[config.mk]
export PLATFORM = sky130hd
export DESIGN_NAME = fifo_word_packer_flat
export DESIGN_NICKNAME = d
export VERILOG_FILES = /design/src/rtl/fifo_word_packer_if.sv /design/src/rtl/fifo_word_packer.sv /design/src/flat_wrapper.sv
export SDC_FILE = /design/constraint.sdc
export NUM_CORES = 1
export LEC_CHECK = 0
export CAP_MARGIN = 20
export CORE_ASPECT_RATIO = 1.1
export CORE_MARGIN = 8
export CORE_UTILIZATION = 29
export DETAILED_ROUTE_END_ITERATION = 6
export PLACE_DENSITY_LB_ADDON = 0.3
export RECOVER_POWER = 25
export SKIP_CTS_REPAIR_TIMING = 1
export SYNTH_ARGS = -nofsm -noshare
export SYNTH_HDL_FRONTEND = slang
export SYNTH_SLANG_ARGS = --single-unit
[constraint.sdc]
create_clock -name clk -period 4.94 [get_ports clk]
set_input_delay 0.988 -clock clk [delete_from_list [all_inputs] [get_ports clk]]
set_output_delay 0.988 -clock clk [all_outputs]
set_load 0.05 [all_outputs]
[src/rtl/fifo_word_packer_if.sv]
// Bus bundle between the byte FIFO, the word packer and the word consumer.
// The packer takes the master view; the surrounding environment takes the slave view.
interface fifo_word_packer_if #(
    parameter int DATA_WIDTH = 8,
    parameter int LANES      = 4
);
    localparam int OUT_WIDTH = DATA_WIDTH * LANES;
    localparam int BW        = $clog2(LANES + 1);

    logic                  fifo_rd_en;
    logic [DATA_WIDTH-1:0] fifo_rdata;
    logic                  fifo_empty;
    logic                  flush;
    logic                  m_valid;
    logic                  m_ready;
    logic [OUT_WIDTH-1:0]  m_data;
    logic [BW-1:0]         m_bytes;
    logic [15:0]           words_sent;

    modport master (
        output fifo_rd_en, m_valid, m_data, m_bytes, words_sent,
        input  fifo_rdata, fifo_empty, flush, m_ready
    );

    modport slave (
        input  fifo_rd_en, m_valid, m_data, m_bytes, words_sent,
        output fifo_rdata, fifo_empty, flush, m_ready
    );
endinterface

[src/rtl/fifo_word_packer.sv]
// Packs bytes read from an upstream FIFO into little-endian output words of
// LANES lanes. A flush pulse emits a partially assembled word with unused
// lanes zeroed; m_bytes reports how many lanes carry data.
//
// state | meaning
// ------+-----------------------------------------------------------------
// FILL  | normal operation: read while lanes are free, emit full words
// FLUSH | no new reads; wait for the in-flight byte, then emit partial word
module fifo_word_packer #(
    parameter int DATA_WIDTH = 8,
    parameter int LANES      = 4
) (
    input logic                 clk,
    input logic                 rst_n,
    fifo_word_packer_if.master  bus
);
    localparam int OUT_WIDTH = DATA_WIDTH * LANES;
    localparam int CW        = $clog2(LANES + 1);
    localparam logic [CW-1:0] LANES_C = CW'(LANES);
    localparam logic [CW:0]   LANES_W = (CW + 1)'(LANES);

    typedef enum logic {
        FILL  = 1'b0,
        FLUSH = 1'b1
    } state_t;

    state_t                state_q, state_d;
    logic [OUT_WIDTH-1:0]  asm_q, asm_d;
    logic [OUT_WIDTH-1:0]  data_q, data_d;
    logic [CW-1:0]         cnt_q, cnt_d;
    logic [CW-1:0]         bytes_q, bytes_d;
    logic                  pend_q, pend_d;
    logic                  valid_q, valid_d;
    logic [15:0]           words_q, words_d;

    logic [CW:0]           occupancy;
    logic [CW-1:0]         base_cnt;
    logic                  flush_req;
    logic                  rd_en;
    logic                  out_free;
    logic                  xfer;

    // Lanes already filled plus the byte still in flight from the FIFO.
    assign flush_req = (state_q == FLUSH);
    assign occupancy = {1'b0, cnt_q} + {{CW{1'b0}}, pend_q};

    // Gated by rst_n so the FIFO is never popped while reset is held.
    assign rd_en    = rst_n && !bus.fifo_empty && !flush_req && (occupancy < LANES_W);
    assign out_free = !valid_q || bus.m_ready;

    // A full word always moves out; a partial one only when flushing and
    // the last requested byte has landed.
    assign xfer = out_free &&
                  ((cnt_q == LANES_C) || (flush_req && !pend_q && (cnt_q != '0)));

    // Next-state logic: enter FLUSH only if there is something to emit.
    always_comb begin
        state_d = state_q;
        case (state_q)
            FILL: begin
                if (bus.flush && (occupancy != '0)) begin
                    state_d = FLUSH;
                end
            end
            FLUSH: begin
                if (xfer || (!pend_q && (cnt_q == '0))) begin
                    state_d = FILL;
                end
            end
            default: state_d = FILL;
        endcase
    end

    // Assembly, output register and counter next-state.
    always_comb begin
        base_cnt = xfer ? '0 : cnt_q;
        asm_d    = xfer ? '0 : asm_q;
        cnt_d    = base_cnt;
        pend_d   = rd_en;
        data_d   = data_q;
        bytes_d  = bytes_q;
        valid_d  = valid_q;

        // A landing byte goes into the next free lane of the (possibly fresh) assembly.
        if (pend_q) begin
            for (int l = 0; l < LANES; l++) begin
                if (int'(base_cnt) == l) begin
                    asm_d[l*DATA_WIDTH +: DATA_WIDTH] = bus.fifo_rdata;
                end
            end
            cnt_d = base_cnt + CW'(1);
        end

        if (xfer) begin
            data_d  = asm_q;
            bytes_d = cnt_q;
            valid_d = 1'b1;
        end else if (bus.m_ready) begin
            valid_d = 1'b0;
        end

        words_d = words_q + ((valid_q && bus.m_ready) ? 16'd1 : 16'd0);
    end

    // State and datapath registers with synchronous active-low reset.
    always_ff @(posedge clk) begin
        if (!rst_n) begin
            state_q <= FILL;
            asm_q   <= '0;
            data_q  <= '0;
            cnt_q   <= '0;
            bytes_q <= '0;
            pend_q  <= 1'b0;
            valid_q <= 1'b0;
            words_q <= '0;
        end else begin
            state_q <= state_d;
            asm_q   <= asm_d;
            data_q  <= data_d;
            cnt_q   <= cnt_d;
            bytes_q <= bytes_d;
            pend_q  <= pend_d;
            valid_q <= valid_d;
            words_q <= words_d;
        end
    end

    assign bus.fifo_rd_en = rd_en;
    assign bus.m_valid    = valid_q;
    assign bus.m_data     = data_q;
    assign bus.m_bytes    = bytes_q;
    assign bus.words_sent = words_q;
endmodule

[src/flat_wrapper.sv]
// flat-port wrapper written by rule: the top's interface ports become plain ports
module fifo_word_packer_flat 
#(
    parameter int DATA_WIDTH = 8,
    parameter int LANES      = 4
)
  (clk, rst_n, bus_fifo_rd_en, bus_m_valid, bus_m_data, bus_m_bytes, bus_words_sent, bus_fifo_rdata, bus_fifo_empty, bus_flush, bus_m_ready);
  fifo_word_packer_if #(.DATA_WIDTH(DATA_WIDTH), .LANES(LANES)) bus_i ();
  input logic clk;
  input logic rst_n;
  output wire logic [$bits(bus_i.fifo_rd_en)-1:0] bus_fifo_rd_en;
  output wire logic [$bits(bus_i.m_valid)-1:0] bus_m_valid;
  output wire logic [$bits(bus_i.m_data)-1:0] bus_m_data;
  output wire logic [$bits(bus_i.m_bytes)-1:0] bus_m_bytes;
  output wire logic [$bits(bus_i.words_sent)-1:0] bus_words_sent;
  input wire logic [$bits(bus_i.fifo_rdata)-1:0] bus_fifo_rdata;
  input wire logic [$bits(bus_i.fifo_empty)-1:0] bus_fifo_empty;
  input wire logic [$bits(bus_i.flush)-1:0] bus_flush;
  input wire logic [$bits(bus_i.m_ready)-1:0] bus_m_ready;
  assign bus_fifo_rd_en = bus_i.fifo_rd_en;
  assign bus_m_valid = bus_i.m_valid;
  assign bus_m_data = bus_i.m_data;
  assign bus_m_bytes = bus_i.m_bytes;
  assign bus_words_sent = bus_i.words_sent;
  assign bus_i.fifo_rdata = bus_fifo_rdata;
  assign bus_i.fifo_empty = bus_fifo_empty;
  assign bus_i.flush = bus_flush;
  assign bus_i.m_ready = bus_m_ready;
  fifo_word_packer #(.DATA_WIDTH(DATA_WIDTH), .LANES(LANES)) u_core (.clk(clk), .rst_n(rst_n), .bus(bus_i));
endmodule
==> flow_summary_export.csv <==
group,metric,value,unit
cells_and_area,final_cell_mix,"dfxtp_1, nand2_1, clkdlybuf4s50_1, a21boi_1, nand3_1",
logic_synthesis,ys_warn_count,0,
setup_path,critPathLaunchType,"register",
power_and_ir_drop,power_switching,0.3671,mW
placed_design,placed_area,4557,µm²
setup_path,arrival,2.77,ns
status,violations,"max-capacitance violations, max-slew violations",
setup_path,timing.rr.end,"u_core.asm_q[26]",
timing,slew_headroom,-1.001,
detailed_routing,ant_nets,0,
placed_design,place_congestion,0.7467,
power_and_ir_drop,pwr-share-comb,0.074,
floorplan,start_util,0.2947,
clock_network,clockRootBuffer,"clkbuf_16",
clock_network,cts.sinks,89,
cells_and_area,utilization,0.3711,
logic_synthesis,postSynth.asyncResetShare,0,
cells_and_area,fillCellCount,1336,
detailed_routing,drt_iter0_drc,237,
detailed_routing,vias,3134,
power_and_ir_drop,sequentialPowerShare,0.461,
setup_path,reg2regPathDepth,9,
timing,timing.fmax,265.8,MHz
timing,tightestPinTransition,3.001,ns
cells_and_area,multiInputGateArea,1887,µm²
clock_network,cts_tree,"done",
floorplan,die_h,137.3,µm
clock_network,htreeDepth,3,
setup_path,crit_type,"register to output pin",
setup_path,cp.required,3.95,ns
timing,fin_skew,0.005981,ns
logic_synthesis,yosysTopAreaCell,"dfxtp_1",
timing,fin_crit,3.763,ns
global_route,grt_start_max_net_pins,92,
floorplan,die_w,126.3,µm
logic_synthesis,ys_seq_elements,89,
logic_synthesis,syn_inst,428,
detailed_routing,wl_per_cell,14.81,µm
power_and_ir_drop,p_per_area,326.7,nW/µm²
placed_design,post-place-ws,1.362,ns
cells_and_area,layout.nets,496,
timing,final_max_slew_viol_count,92,
cells_and_area,drive_gt1_frac,0.06263,
timing,setup_violations,0,
timing,setup-tns-final,0,ns
global_route,grt_pass1_wl,15.88,mm
detailed_routing,drt_pass1_iterations,4,
detailed_routing,vias_per_cell,4.897,
detailed_routing,wl,9.480,mm
timing,finalWorstSetupSlack,1.177,ns
detailed_routing,drc,0,
cells_and_area,seq_area,1782,µm²
logic_synthesis,yosysSeqAreaShare,0.4595,
min_path,hold_depth,2,
flow_run,drv_cap,1,
cells_and_area,final_area,4882,µm²
clock_network,clock_latency,0.34,ns
clock_network,numCtsBuffers,9,
logic_synthesis,synth_top_area_share,0.4595,
timing,hold_viol,0,
logic_synthesis,synth_area,3877,µm²
floorplan,dieArea,17330,µm²
placed_design,place_hpwl,6.471,mm
power_and_ir_drop,switching_share,0.2302,
clock_network,clk_pin_slew,0.06,ns
timing,post-route-period-util,0.7617,
placed_design,numPortBuffers,65,
cells_and_area,final_common_cell,"dfxtp_1",
setup_path,reg2reg_slack,2.38,ns
logic_synthesis,synth_ff_type,"dfxtp_1",
global_route,grt_remaining_overflow,0,
power_and_ir_drop,max-vdd-ir-drop,0.1420,mV
min_path,min_to,"u_core.bus.m_data[27]",
floorplan,io_pins,66,
power_and_ir_drop,p_int,1.228,mW
power_and_ir_drop,p_leak,1.669,nW
cells_and_area,syn_to_final_growth,25.91,%
power_and_ir_drop,p_clk_frac,0.464,
logic_synthesis,synth_edf_count,0,
logic_synthesis,syn_avg_cell_area,9.060,µm²
global_route,grt_pass1_vias,3212,
logic_synthesis,synth_fp_nets,450,
clock_network,clk_path_buf_depth,2,
setup_path,cp-end-kind,"output pin",
logic_synthesis,synth.area.top_cells,"dfxtp_1, nand2_1, a21boi_1",
timing,rsz0062_at_grt,"no",
cells_and_area,num_antenna_cells,0,
global_route,antenna_found_initial,0,
min_path,worstHoldPathType,"register to register",
logic_synthesis,yosys.cell_types.count,42,
global_route,track_usage,0.1133,
setup_path,path_max_fanout,13,
min_path,hold_path.startpoint,"u_core.bus.m_data[27]",
setup_path,r2r-start,"u_core.pend_q",
floorplan,placement_rows,44,
floorplan,coreArea,13160,µm²
status,status,"finished, violations left",
routing by layer:
layer	global-route usage	wire [µm]
met1	0.1391	4469
met3	0.04530	655
met2	0.1760	4226
met5	0	0
met4	0.04147	128
power by group through the flow:
stage               Clock [mW]  Sequential, mW  Combinational, mW
floorplan                    0           0.758             0.0824
detailed placement           0           0.753              0.118
global route             0.802           0.737              0.130
global placement             0           0.753              0.116
finish                   0.741           0.736              0.118
CTS                      0.770           0.736              0.118
cells by family (layout without fill, tap and decap cells):
group,Yosys count,after routing,share of synthesized area
xor gates and xnor gates,9,9,0.02033
DFF,89,89,0.4595
buffers and inverters,38,89,0.05421
and+or+nand+nor,167,167,0.2072
AOI/OAI and AO/OA,115,115,0.2272
muxes,1,1,0.002582
adders and majority gates,9,9,0.02904
synth_stat cells, types with 4 or more instances:
| library cell | number |
|---|---|
| buf_6 | 6 |
| and2_1 | 16 |
| nand2_1 | 87 |
| o211ai_1 | 25 |
| buf_2 | 9 |
| clkbuf_1 | 14 |
| nand3_1 | 39 |
| inv_1 | 4 |
| a21boi_0 | 28 |
| and3_1 | 4 |
| xnor2_1 | 8 |
| ha_1 | 9 |
| a21boi_1 | 43 |
| dfxtp_1 | 89 |
final cells by class:
class | instances | share of cell area
multi-input combinational | 301 | 0.3865
sequential | 89 | 0.3649
timing repair buffer | 68 | 0.1361
clock buffer | 10 | 0.04895
tap | 161 | 0.04126
clock inverter | 6 | 0.01845
inverter | 5 | 0.003844
worst max path at each step:
| stage | start | cells after the start | slack [ns] | endpoint |
|---|---|---|---|---|
| after floorplan | rst_n | 2 | 1.12 | bus_fifo_rd_en |
| after global placement | bus_fifo_empty | 3 | 1.40 | bus_fifo_rd_en |
| after detailed placement | bus_m_ready | 10 | 1.36 | u_core.asm_q[26] |
| after CTS | u_core.pend_q | 6 | 1.14 | bus_fifo_rd_en |
| after global routing | u_core.pend_q | 6 | 0.93 | bus_fifo_rd_en |
| final | u_core.pend_q | 6 | 1.18 | bus_fifo_rd_en |
through the flow:
stage	hold WS, ns	total power, mW	instances
2_1_floorplan	0.4310	0.8409	428
3_3_place_gp	0.4469	0.8685	624
3_5_place_dp	0.4480	0.8704	624
4_1_cts	0.4567	1.624	640
5_1_grt	0.4737	1.669	640
6_report	0.4490	1.595	640
worst max-delay path, stage by stage (launching register included):
cell             delay [ns]
dfxtp_1                0.56
ha_1                   0.24
ha_1                   0.17
a21boi_0               0.20
a21oi_1                0.13
nor4b_1                0.29
clkdlybuf4s50_1        0.86
sequential cells by signal, indices dropped and copies added, names as in the netlist:
signal,cells
u_core.asm_q,32
u_core.pend_q,1
u_core.bus.m_data,32
u_core.cnt_q,3
u_core.bus.m_bytes,3
u_core.bus.m_valid,1
u_core.flush_req,1
u_core.bus.words_sent,16
Note: power is estimated with default switching activity, not from simulation.
